===== src/rtl/uart_rx_deserializer_pkg.sv =====
// Shared UART types: line configuration enums, receiver state and the
// packet bundle handed to the downstream consumer.
package UartGlobalPkg;

    localparam int DATA_WIDTH = 8;

    typedef enum logic {
        EVEN_PARITY = 1'b0,
        ODD_PARITY  = 1'b1
    } parityTypeEnum;

    typedef enum logic [1:0] {
        ONE_STOP_BIT = 2'd1,
        TWO_STOP_BIT = 2'd2
    } stopBitEnum;

    typedef enum logic [3:0] {
        FIVE_BIT  = 4'd5,
        SIX_BIT   = 4'd6,
        SEVEN_BIT = 4'd7,
        EIGHT_BIT = 4'd8
    } dataTypeEnum;

    typedef enum logic [2:0] {
        IDLE,
        STARTBIT,
        DATABITS,
        PARITYBIT,
        STOPBIT,
        BREAKWAIT
    } UartRxStateEnum;

    typedef struct packed {
        logic [DATA_WIDTH-1:0] data;
        logic                  parity;
        logic                  parityError;
        logic                  framingError;
        logic                  breakingError;
        logic                  overrunError;
    } UartRxPacketStruct;

    function automatic dataTypeEnum clampDataType(input logic [3:0] raw);
        if (raw < 4'd5)      return FIVE_BIT;
        else if (raw > 4'd8) return EIGHT_BIT;
        else                 return dataTypeEnum'(raw);
    endfunction

    // 0 and 1 mean one stop bit, 2 and 3 mean two.
    function automatic stopBitEnum normStopBits(input logic [1:0] raw);
        return raw[1] ? TWO_STOP_BIT : ONE_STOP_BIT;
    endfunction

    function automatic logic [4:0] clampOverSampling(input logic [4:0] raw);
        return (raw < 5'd4) ? 5'd4 : raw;
    endfunction

endpackage


===== src/rtl/uart_rx_deserializer_if.sv =====
// Packet handshake between the UART receiver (master) and its consumer (slave).
interface uart_rx_deserializer_if #(
    parameter int DATA_WIDTH = 8
);
    logic [DATA_WIDTH-1:0] rxData;
    logic                  rxParity;
    logic                  parityError;
    logic                  framingError;
    logic                  breakingError;
    logic                  overrunError;
    logic                  rxValid;
    logic                  rxReady;

    modport master (
        output rxData, rxParity, parityError, framingError,
               breakingError, overrunError, rxValid,
        input  rxReady
    );

    modport slave (
        input  rxData, rxParity, parityError, framingError,
               breakingError, overrunError, rxValid,
        output rxReady
    );
endinterface


===== src/rtl/uart_rx_deserializer_tick.sv =====
// Oversample tick generator: one-cycle tick every `divisor` clocks, phase
// realigned to the start edge through `restart`.
module uart_baud_tick_gen #(
    parameter int DIV_WIDTH = 16
) (
    input  logic                 clk,
    input  logic                 reset,
    input  logic [DIV_WIDTH-1:0] divisor,
    input  logic                 restart,
    output logic                 tick
);
    logic [DIV_WIDTH-1:0] count;
    logic [DIV_WIDTH-1:0] lastCount;

    // A zero divisor behaves as one: tick on every cycle.
    assign lastCount = (divisor == '0) ? '0 : divisor - DIV_WIDTH'(1);

    always_ff @(posedge clk or negedge reset) begin
        if (!reset) begin
            count <= '0;
            tick  <= 1'b0;
        end else if (restart) begin
            count <= '0;
            tick  <= 1'b0;
        end else if (count >= lastCount) begin
            count <= '0;
            tick  <= 1'b1;
        end else begin
            count <= count + DIV_WIDTH'(1);
            tick  <= 1'b0;
        end
    end
endmodule


===== src/rtl/uart_rx_deserializer.sv =====
// UART receive stage: synchronises the serial line, oversamples each frame and
// presents one packet per frame with parity/framing/break/overrun status.
module uart_rx_deserializer #(
    parameter int DATA_WIDTH = 8,
    parameter int DIV_WIDTH  = 16
) (
    input  logic                 clk,
    input  logic                 reset,
    input  logic                 rx,
    input  logic [DIV_WIDTH-1:0] baudDivisor,
    input  logic [4:0]           overSampling,
    input  logic [3:0]           dataType,
    input  logic                 parityEnable,
    input  logic                 parityType,
    input  logic [1:0]           stopBits,
    uart_rx_deserializer_if.master rxIf
);
    import UartGlobalPkg::*;

    logic rxMeta, rxSync, rxSyncD;

    UartRxStateEnum        state;
    logic [DIV_WIDTH-1:0]  cfgDiv;
    logic [4:0]            cfgOs;
    dataTypeEnum           cfgBits;
    logic                  cfgParEn;
    parityTypeEnum         cfgParType;
    stopBitEnum            cfgStop;

    logic [4:0]            sampleCnt;
    logic [2:0]            bitIdx;
    logic                  stopIdx;
    logic [DATA_WIDTH-1:0] dataReg;
    logic                  parBit;
    logic                  parErr;
    logic                  frameErr;
    logic                  breakCand;

    UartRxPacketStruct     pkt;
    logic                  rxValidReg;

    logic       tick;
    logic       startDetect;
    logic [4:0] target;
    logic       sampleDue;
    logic [2:0] lastBit;
    logic       lastStop;
    logic       frameBreak;

    // Synchroniser idles high so reset never looks like a start edge.
    always_ff @(posedge clk or negedge reset) begin
        if (!reset) begin
            rxMeta  <= 1'b1;
            rxSync  <= 1'b1;
            rxSyncD <= 1'b1;
        end else begin
            rxMeta  <= rx;
            rxSync  <= rxMeta;
            rxSyncD <= rxSync;
        end
    end

    assign startDetect = (state == IDLE) && rxSyncD && !rxSync;

    uart_baud_tick_gen #(.DIV_WIDTH(DIV_WIDTH)) tickGen (
        .clk     (clk),
        .reset   (reset),
        .divisor (cfgDiv),
        .restart (startDetect),
        .tick    (tick)
    );

    always_comb begin
        target     = (state == STARTBIT) ? {1'b0, cfgOs[4:1]} : cfgOs;
        sampleDue  = tick && (sampleCnt == target - 5'd1);
        lastBit    = 3'(cfgBits - 4'd1);
        lastStop   = (cfgStop == TWO_STOP_BIT);
        frameBreak = stopIdx ? breakCand : (breakCand & ~rxSync);
    end

    always_ff @(posedge clk or negedge reset) begin
        if (!reset) begin
            state      <= IDLE;
            cfgDiv     <= '0;
            cfgOs      <= 5'd16;
            cfgBits    <= EIGHT_BIT;
            cfgParEn   <= 1'b0;
            cfgParType <= EVEN_PARITY;
            cfgStop    <= ONE_STOP_BIT;
            sampleCnt  <= '0;
            bitIdx     <= '0;
            stopIdx    <= 1'b0;
            dataReg    <= '0;
            parBit     <= 1'b0;
            parErr     <= 1'b0;
            frameErr   <= 1'b0;
            breakCand  <= 1'b0;
            pkt        <= '0;
            rxValidReg <= 1'b0;
        end else begin
            // NOTE: non-blocking updates let a later commit override this
            // accept-clear within the same cycle, keeping rxValid high.
            if (rxValidReg && rxIf.rxReady) rxValidReg <= 1'b0;

            if (state != IDLE && state != BREAKWAIT && tick)
                sampleCnt <= sampleDue ? 5'd0 : sampleCnt + 5'd1;

            case (state)
                IDLE: begin
                    if (startDetect) begin
                        state      <= STARTBIT;
                        cfgDiv     <= baudDivisor;
                        cfgOs      <= clampOverSampling(overSampling);
                        cfgBits    <= clampDataType(dataType);
                        cfgParEn   <= parityEnable;
                        cfgParType <= parityTypeEnum'(parityType);
                        cfgStop    <= normStopBits(stopBits);
                        sampleCnt  <= '0;
                        bitIdx     <= '0;
                        stopIdx    <= 1'b0;
                        dataReg    <= '0;
                        parBit     <= 1'b0;
                        parErr     <= 1'b0;
                        frameErr   <= 1'b0;
                        breakCand  <= 1'b1;
                    end
                end

                STARTBIT: begin
                    if (sampleDue) state <= rxSync ? IDLE : DATABITS;
                end

                DATABITS: begin
                    if (sampleDue) begin
                        dataReg[bitIdx] <= rxSync;
                        breakCand       <= breakCand & ~rxSync;
                        if (bitIdx == lastBit) state <= cfgParEn ? PARITYBIT : STOPBIT;
                        else                   bitIdx <= bitIdx + 3'd1;
                    end
                end

                PARITYBIT: begin
                    if (sampleDue) begin
                        parBit    <= rxSync;
                        parErr    <= ((^dataReg) ^ rxSync) != logic'(cfgParType);
                        breakCand <= breakCand & ~rxSync;
                        state     <= STOPBIT;
                    end
                end

                STOPBIT: begin
                    if (sampleDue) begin
                        if (!rxSync) frameErr <= 1'b1;
                        if (!stopIdx) breakCand <= breakCand & ~rxSync;
                        if (stopIdx == lastStop) begin
                            if (!rxValidReg || rxIf.rxReady) begin
                                pkt <= '{data:          dataReg,
                                         parity:        parBit,
                                         parityError:   parErr,
                                         framingError:  frameErr | ~rxSync,
                                         breakingError: frameBreak,
                                         overrunError:  1'b0};
                                rxValidReg <= 1'b1;
                            end else begin
                                pkt.overrunError <= 1'b1;
                            end
                            state <= frameBreak ? BREAKWAIT : IDLE;
                        end else begin
                            stopIdx <= 1'b1;
                        end
                    end
                end

                BREAKWAIT: begin
                    if (rxSync) state <= IDLE;
                end

                default: state <= IDLE;
            endcase
        end
    end

    assign rxIf.rxData        = pkt.data;
    assign rxIf.rxParity      = pkt.parity;
    assign rxIf.parityError   = pkt.parityError;
    assign rxIf.framingError  = pkt.framingError;
    assign rxIf.breakingError = pkt.breakingError;
    assign rxIf.overrunError  = pkt.overrunError;
    assign rxIf.rxValid       = rxValidReg;
endmodule


===== src/flat_wrapper.sv =====
// flat-port wrapper written by rule: the top's interface ports become plain ports
module uart_rx_deserializer_flat import UartGlobalPkg::*;
#(
    parameter int DATA_WIDTH = 8,
    parameter int DIV_WIDTH  = 16
)
  (clk, reset, rx, baudDivisor, overSampling, dataType, parityEnable, parityType, stopBits, rxIf_rxData, rxIf_rxParity, rxIf_parityError, rxIf_framingError, rxIf_breakingError, rxIf_overrunError, rxIf_rxValid, rxIf_rxReady);
  uart_rx_deserializer_if #(.DATA_WIDTH(DATA_WIDTH)) rxIf_i ();
  input  logic clk;
  input  logic reset;
  input  logic rx;
  input  logic [DIV_WIDTH-1:0] baudDivisor;
  input  logic [4:0] overSampling;
  input  logic [3:0] dataType;
  input  logic parityEnable;
  input  logic parityType;
  input  logic [1:0] stopBits;
  output wire logic [$bits(rxIf_i.rxData)-1:0] rxIf_rxData;
  output wire logic [$bits(rxIf_i.rxParity)-1:0] rxIf_rxParity;
  output wire logic [$bits(rxIf_i.parityError)-1:0] rxIf_parityError;
  output wire logic [$bits(rxIf_i.framingError)-1:0] rxIf_framingError;
  output wire logic [$bits(rxIf_i.breakingError)-1:0] rxIf_breakingError;
  output wire logic [$bits(rxIf_i.overrunError)-1:0] rxIf_overrunError;
  output wire logic [$bits(rxIf_i.rxValid)-1:0] rxIf_rxValid;
  input wire logic [$bits(rxIf_i.rxReady)-1:0] rxIf_rxReady;
  assign rxIf_rxData = rxIf_i.rxData;
  assign rxIf_rxParity = rxIf_i.rxParity;
  assign rxIf_parityError = rxIf_i.parityError;
  assign rxIf_framingError = rxIf_i.framingError;
  assign rxIf_breakingError = rxIf_i.breakingError;
  assign rxIf_overrunError = rxIf_i.overrunError;
  assign rxIf_rxValid = rxIf_i.rxValid;
  assign rxIf_i.rxReady = rxIf_rxReady;
  uart_rx_deserializer #(.DATA_WIDTH(DATA_WIDTH), .DIV_WIDTH(DIV_WIDTH)) u_core (.clk(clk), .reset(reset), .rx(rx), .baudDivisor(baudDivisor), .overSampling(overSampling), .dataType(dataType), .parityEnable(parityEnable), .parityType(parityType), .stopBits(stopBits), .rxIf(rxIf_i));
endmodule

===== config.mk =====
export PLATFORM = sky130hd
export DESIGN_NAME = uart_rx_deserializer_flat
export DESIGN_NICKNAME = d
export VERILOG_FILES = /design/src/rtl/uart_rx_deserializer_pkg.sv /design/src/rtl/uart_rx_deserializer_if.sv /design/src/rtl/uart_rx_deserializer_tick.sv /design/src/rtl/uart_rx_deserializer.sv /design/src/flat_wrapper.sv
export SDC_FILE = /design/constraint.sdc
export NUM_CORES = 1
export LEC_CHECK = 0
export CAP_MARGIN = 10
export CORE_MARGIN = 8
export CORE_UTILIZATION = 56
export CTS_CLUSTER_SIZE = 12
export DETAILED_ROUTE_END_ITERATION = 10
export GPL_TIMING_DRIVEN = 0
export MAX_ROUTING_LAYER = met4
export PLACE_DENSITY = 0.83
export REMOVE_ABC_BUFFERS = 1
export SYNTH_ARGS = -nofsm -noshare
export SYNTH_HDL_FRONTEND = slang
export SYNTH_HIERARCHICAL = 1
export SYNTH_SLANG_ARGS = --single-unit

===== constraint.sdc =====
create_clock -name clk -period 6.1 [get_ports clk]
set_clock_uncertainty 0.05 [all_clocks]
set_input_delay 1.22 -clock clk [delete_from_list [all_inputs] [get_ports clk]]
set_output_delay 1.22 -clock clk [all_outputs]
set_load 0.01 [all_outputs]

**Word-level counts from Yosys, hierarchy flattened**

Index checks and enable logic that the tools add are counted.

- $add $sub $neg: 6
- Magnitude comparators: 6
- Equal/unequal tests: 23
- Muxes and demuxes: 58
- Bitwise logic cells: 4
- Reduce and logical (&&, ||, !) cells: 29

Operators by type and width:

| cell | number |
|---|---|
| 16-bit 2-to-1 mux | 3 |
| 3-bit 2-to-1 mux | 15 |
| 5-bit 2-to-1 mux | 6 |
| 1-bit 2-to-1 mux | 20 |
| 4-bit AND reduction | 5 |
| 2-bit by 1-bit != test with 1-bit output, second input constant | 9 |
| 3-bit one-hot mux with 6 select lines | 1 |
| 16-bit by 1-bit adder with 16-bit output, second input constant | 1 |
| 16-bit greater-or-equal comparator | 1 |
| 16-bit logical NOT | 1 |
| 8-bit 2-to-1 mux | 2 |
| 8-bit one-hot mux with 2 select lines | 1 |
| 16-bit by 1-bit subtractor with 16-bit output, second input constant | 1 |
| 3-bit AND reduction | 3 |
| 8-bit bitwise mux | 1 |
| 1-bit one-hot mux with 2 select lines | 4 |
| 8-bit AND reduction | 1 |
| 8-bit parity | 1 |
| 1-bit logical AND | 7 |
| 3-bit by 2-bit equality test with 1-bit output, second input constant | 2 |
| 3-bit equality test, second input constant | 2 |
| 2-bit != test, second input constant | 3 |
| 3-bit one-hot mux with 2 select lines | 1 |
| 2-bit nonzero test | 3 |
| other kinds (29) | 32 |

- Register bits after elaboration: 86
- Bits of input ports: 33
- Output and inout bits: 14
- Word-level logic and storage cells: 153

**Depth between registers and ports, before layout**

- Depth in word-level cells: 9
- Mapped depth: 14

**Hierarchy**

The synthesis kept the hierarchy.

Modules (own cells, without submodules):

| module | times used | cells each | area each (um2) |
|---|---|---|---|
| uart_rx_deserializer | 1 | 372 | 3801.1 |
| uart_baud_tick_gen | 1 | 182 | 1570.3 |

**Worst setup path before layout**

Ideal clock, no wire load.

- Kind: reg-to-reg
- Start: register u_core.cfgDiv[11]
- End: register u_core.tickGen.count[10]
- Library setup time: 0.134 ns
- Data arrival time: 3.232 ns
- Required time: 5.916 ns
- Setup slack: 2.683 ns
- Stages on the path, launching flop included: 13
- Buffers on the path: 3
- Path through: dfrtp_1 or3_4 or3_4 or3_1 buf_2 buf_6 nand2_1 ha_1 nand4_1 or2_2 o41ai_2 buf_4 nor3_1

- Word-level cells in the longest chain between the ends: 5
- Elaborated cells between the ends (all ways): 6
- Classes of those cells: add/sub (1); order compare (1); mux (3); reduce/logical (1)

Ends and longest elaborated chain:

| what | line | source |
|---|---|---|
| start, declared | uart_rx_deserializer.sv:23 | `logic [DIV_WIDTH-1:0] cfgDiv;` |
| start signal, assigned | uart_rx_deserializer.sv:112 | `cfgDiv <= baudDivisor;` |
| 16-bit by 1-bit subtractor with 16-bit output or 16-bit logical NOT (tied branches) | uart_rx_deserializer_tick.sv:16 | `assign lastCount = (divisor == '0) ? '0 : divisor - DIV_WIDTH'(1);` |
| 16-bit 2-to-1 mux (*) | uart_rx_deserializer_tick.sv:16 |  |
| 16-bit greater-or-equal comparator (*) | uart_rx_deserializer_tick.sv:25 | `end else if (count >= lastCount) begin` |
| 16-bit 2-to-1 mux (*) | uart_rx_deserializer_tick.sv:25 |  |
| 16-bit 2-to-1 mux (*) | uart_rx_deserializer_tick.sv:22 | `end else if (restart) begin` |
| end signal, assigned | uart_rx_deserializer_tick.sv:29 | `count <= count + DIV_WIDTH'(1);` |
| end, declared | uart_rx_deserializer_tick.sv:12 | `logic [DIV_WIDTH-1:0] count;` |

Mark *: on every way between the ends. The rest lies on a longest branch, timed or not.
A chain may end at the register's enable or synchronous reset.

**Worst setup path after layout**

- Start: register u_core.cfgDiv[0]
- End: register u_core.tickGen.count[7]

Same word-level chain as after synthesis.

==> key figures <==
Route
  • Post-Route WL: about 12000 um
  • Router iterations before antenna repair: 5
  • Total via count after detailed routing: 4322
  • DRC Markers: 0
  • WL/cell: around 17 um
  • Number of design-rule violations left by the first detailed-router iteration: 363
  • Number of vias per cell after detailed routing: approximately 6.1
  • Antenna violation net count after detailed routing: 0

Die
  • I/O pin count: 47
  • Core Box Area: about 9300 um^2
  • Vertical die dimension: around 110 um
  • Site Rows: 35
  • Width of the chip: 114 um
  • Starting density of the core: around 58%
  • Die footprint: about 13000 um^2

Yosys
  • Most area-consuming cells after synthesis: sky130_fd_sc_hd__dfrtp_1 (38%), sky130_fd_sc_hd__nand2_1 (8.1%), sky130_fd_sc_hd__ha_1 (5.1%), sky130_fd_sc_hd__xnor2_1 (4.9%), sky130_fd_sc_hd__mux2i_1 (3.0%)
  • Ys flop type: sky130_fd_sc_hd__dfrtp_1
  • Cell variety after synth: between 70 and 80
  • Dominant cell by count in the synthesized netlist: sky130_fd_sc_hd__nand2_1
  • Avg Cell Area, Syn: 9.70 um^2
  • Portion of the post-synthesis area used by sequential elements: 40.2%
  • Register bit total from synthesis: 86
  • Count of flip-flops with a built-in enable after synthesis: 0
  • Synth Warn #: 6
  • Share of Yosys cell area claimed by the top area cell type: 37.7%
  • Total standard cell area after synthesis: ~5400 um^2
  • Cell count after synthesis: between 500 and 600
  • Share of flip-flops with an asynchronous set or reset after synthesis: 100%
  • Commonest cells post-synth: sky130_fd_sc_hd__nand2_1 (116), sky130_fd_sc_hd__dfrtp_1 (81), sky130_fd_sc_hd__xnor2_1 (30), sky130_fd_sc_hd__nor3_1 (25), sky130_fd_sc_hd__ha_1 (22)
  • Leading area contributor after synthesis: sky130_fd_sc_hd__dfrtp_1

Clock network
  • Clock transition time at the flip-flop clock pins of the worst setup and hold paths: ~0.080 ns
  • Hold buffer count at CTS: 0
  • CTS H-tree depth: 3
  • TritonCTS Buffers: 9
  • Root buffer cell: sky130_fd_sc_hd__clkbuf_8
  • TritonCTS clock tree: built
  • Bufs on Longest Clock Path: 2
  • Worst skew pair latency: between 0.3 and 0.4 ns
  • Post CTS Setup Buffer Count: 0
  • Total of cells resized after clock tree synthesis: 0
  • Number of clock sinks: 86

Layout
  • Count of inserted antenna diode cells: 0
  • Final cell count without fillers: roughly 710
  • Post-route cell area: approximately 6000 um^2
  • Fin util: 65.2%
  • Number of nets in the layout: about 640
  • Layout Area Growth over Synthesis: 12.6%
  • Fraction of final layout cells sized beyond drive strength 1: a little under an eighth

Timing
  • Worst-Margin Slew: 1.21 ns
  • Setup repair after global routing missed its margin: no
  • Headroom to the max-slew limit: between 10% and 20%
  • Final Critical Period: around 4.3 ns
  • Final hold vios: 0
  • Peak clock frequency supported by timing: 235 MHz
  • Setup Total Neg Slack: 0 ns
  • Tcrit/Tclk final: between 60% and 70%
  • Number of pins exceeding their max-slew limit in the final report: 0
  • Final-report setup violation count: 0
  • Minimum hold slack: ~0.31 ns

Power
  • Static Leak: approximately 2.5 nW
  • Maximum resistive drop on vdd: 162 uV
  • Power density of the placed cells: between 300 and 400 nW/um^2

Placed design
  • HPWL after detailed placement: ~8500 um
  • Placed cells: 698
  • Area post-placement: between 5000 and 6000 um^2
  • Number of input and output port buffers inserted: 45
  • Weighted congestion reported at the end of routability-driven placement: between 0.8 and 0.9

Critical path
  • Critical path class: flip-flop to flip-flop
  • CP Capture Type: flip-flop
  • Biggest fanout along the worst timing path: 9
  • Data required, critical path: 6.27 ns
  • Startpoint types: flip-flop
  • Setup slack of the most critical reg-to-reg path: around 1.8 ns
  • Data arrival, critical path: around 4.4 ns

GRT
  • Busiest metal layer after global routing: met2
  • Antenna violations before repair: 0
  • Vias in the first global route: around 4300
  • Met1 track demand over resource: between 20% and 30%
  • Met3 demand-to-capacity share in global routing: ~5.2%
  • Maximum number of pins on one net before global-route repair: 48
  • Grt total ovfl: 0
  • Global-route usage over all layers: between 20 and 25%
  • First-pass GRT wire length: between 20000 and 25000 um
  • Met2 Track Usage GR: roughly a third

Min path
  • Worst hold path class: flip-flop to flip-flop

Status
  • Result of the run: finished, final reports clean

Job
  • Max-cap viol count: 0
-- registers in the layout (all words and copies together) (netlist names), 2 cells and up --
name and count:
u_core/state 3, u_core/tickGen/count 16, u_core/cfgOs 5, u_core/rxIf.rxData 8, u_core/cfgDiv 16, u_core/sampleCnt 5
u_core/cfgBits 3, u_core/cfgStop 2, u_core/bitIdx 3, u_core/dataReg 8
-- worst max-delay path, stage by stage (launching register included) --
cell	delay [ns]
sky130_fd_sc_hd__dfrtp_1	0.44
sky130_fd_sc_hd__inv_1	0.12
sky130_fd_sc_hd__ha_1	0.19
sky130_fd_sc_hd__nor3b_1	0.59
sky130_fd_sc_hd__nand3_1	0.26
sky130_fd_sc_hd__o31a_2	0.34
sky130_fd_sc_hd__o21ai_0	0.19
sky130_fd_sc_hd__ha_1	0.17
sky130_fd_sc_hd__nand4_1	0.16
sky130_fd_sc_hd__or2_2	0.38
sky130_fd_sc_hd__o41ai_2	0.84
sky130_fd_sc_hd__buf_4	0.30
sky130_fd_sc_hd__nor3_1	0.07
-- layer usage --
layer | up-vias | routed length (um)
met5 | - | 0
met4 | 0 | 200
met3 | 23 | 515
met2 | 130 | 6280
met1 | 2130 | 5150
li1 | 2039 | -
-- cell usage in the layout, fill, tap and decap left out, types with 4 or more instances in the layout --
| cell | synthesis | final |
|---|---|---|
| sky130_fd_sc_hd__nand2_1 | 116 | 115 |
| sky130_fd_sc_hd__dfrtp_1 | 81 | 81 |
| sky130_fd_sc_hd__clkdlybuf4s50_1 | 0 | 44 |
| sky130_fd_sc_hd__xnor2_1 | 30 | 30 |
| sky130_fd_sc_hd__nor3_1 | 25 | 25 |
| sky130_fd_sc_hd__ha_1 | 22 | 22 |
| sky130_fd_sc_hd__mux2i_1 | 16 | 16 |
| sky130_fd_sc_hd__o21ai_0 | 16 | 16 |
| sky130_fd_sc_hd__inv_1 | 15 | 15 |
| sky130_fd_sc_hd__nor2_1 | 14 | 14 |
| sky130_fd_sc_hd__xor2_1 | 13 | 13 |
| sky130_fd_sc_hd__nand3_1 | 12 | 12 |
| sky130_fd_sc_hd__nand4_1 | 11 | 11 |
| sky130_fd_sc_hd__clkbuf_8 | 0 | 9 |
| sky130_fd_sc_hd__mux2_4 | 9 | 9 |
| sky130_fd_sc_hd__nor4_1 | 9 | 9 |
| sky130_fd_sc_hd__a21oi_1 | 8 | 8 |
| sky130_fd_sc_hd__nor4_2 | 8 | 8 |
| sky130_fd_sc_hd__a211oi_1 | 7 | 7 |
| sky130_fd_sc_hd__nor2b_1 | 6 | 6 |
| sky130_fd_sc_hd__o211ai_1 | 5 | 5 |
| sky130_fd_sc_hd__nand2b_1 | 5 | 5 |
| sky130_fd_sc_hd__nand4b_1 | 5 | 5 |
| sky130_fd_sc_hd__dfstp_2 | 5 | 5 |
| sky130_fd_sc_hd__and2_1 | 4 | 4 |
| sky130_fd_sc_hd__o41ai_1 | 4 | 4 |
| sky130_fd_sc_hd__or3_1 | 4 | 4 |
| sky130_fd_sc_hd__o21a_1 | 4 | 4 |
-- worst paths after layout --
check | start | to | cells past startpoint
worst max-delay path | u_core/cfgDiv[0] | u_core/tickGen/count[7] | 12
worst min-delay path | u_core/rxMeta | u_core/rxSync | 0
worst max register to register | u_core/cfgDiv[0] | u_core/tickGen/count[7] | 12
worst min register to register | u_core/rxMeta | u_core/rxSync | 0
max in group asynchronous | reset | u_core/cfgOs[4] | 2
min in group asynchronous | reset | u_core/rxIf.rxData[2] | 1
-- kinds of logic after synthesis --
| logic type | synth area share [%] |
|---|---|
| flops | 40.2 |
| mux | 6.13 |
| simple gates | 25.2 |
| xor+xnor | 7.01 |
| fa+ha+maj | 5.12 |
| buf+inv | 4.50 |
| compound gates | 11.8 |
-- layout make-up --
| class | instances | area, um^2 |
|---|---|---|
| fillers | 732 | 3230 |
| multi-input cells | 419 | 2970 |
| clock inverters | 4 | 73.8 |
| well taps | 129 | 161 |
| repair buffers | 47 | 483 |
| inverters | 17 | 63.8 |
| flip-flops and latches | 86 | 2160 |
| clock buffers | 12 | 135 |
-- power breakdown --
group,leakage [nW],internal (mW),switching [mW]
Clock,0.105,0.231,0.207
Combinational,1.33,0.347,0.473
Sequential,1.11,0.700,0.189
-- per-stage QoR --
stage / power (mW) / setup slack, ns
after detailed placement: 1.71 / 1.98
after floorplan: 1.48 / 2.44
after global routing: 2.30 / 1.57
after CTS: 2.15 / 1.94
final: 2.15 / 1.84
after global placement: 1.63 / 0.753
Note: power is estimated with default switching activity, not from simulation.
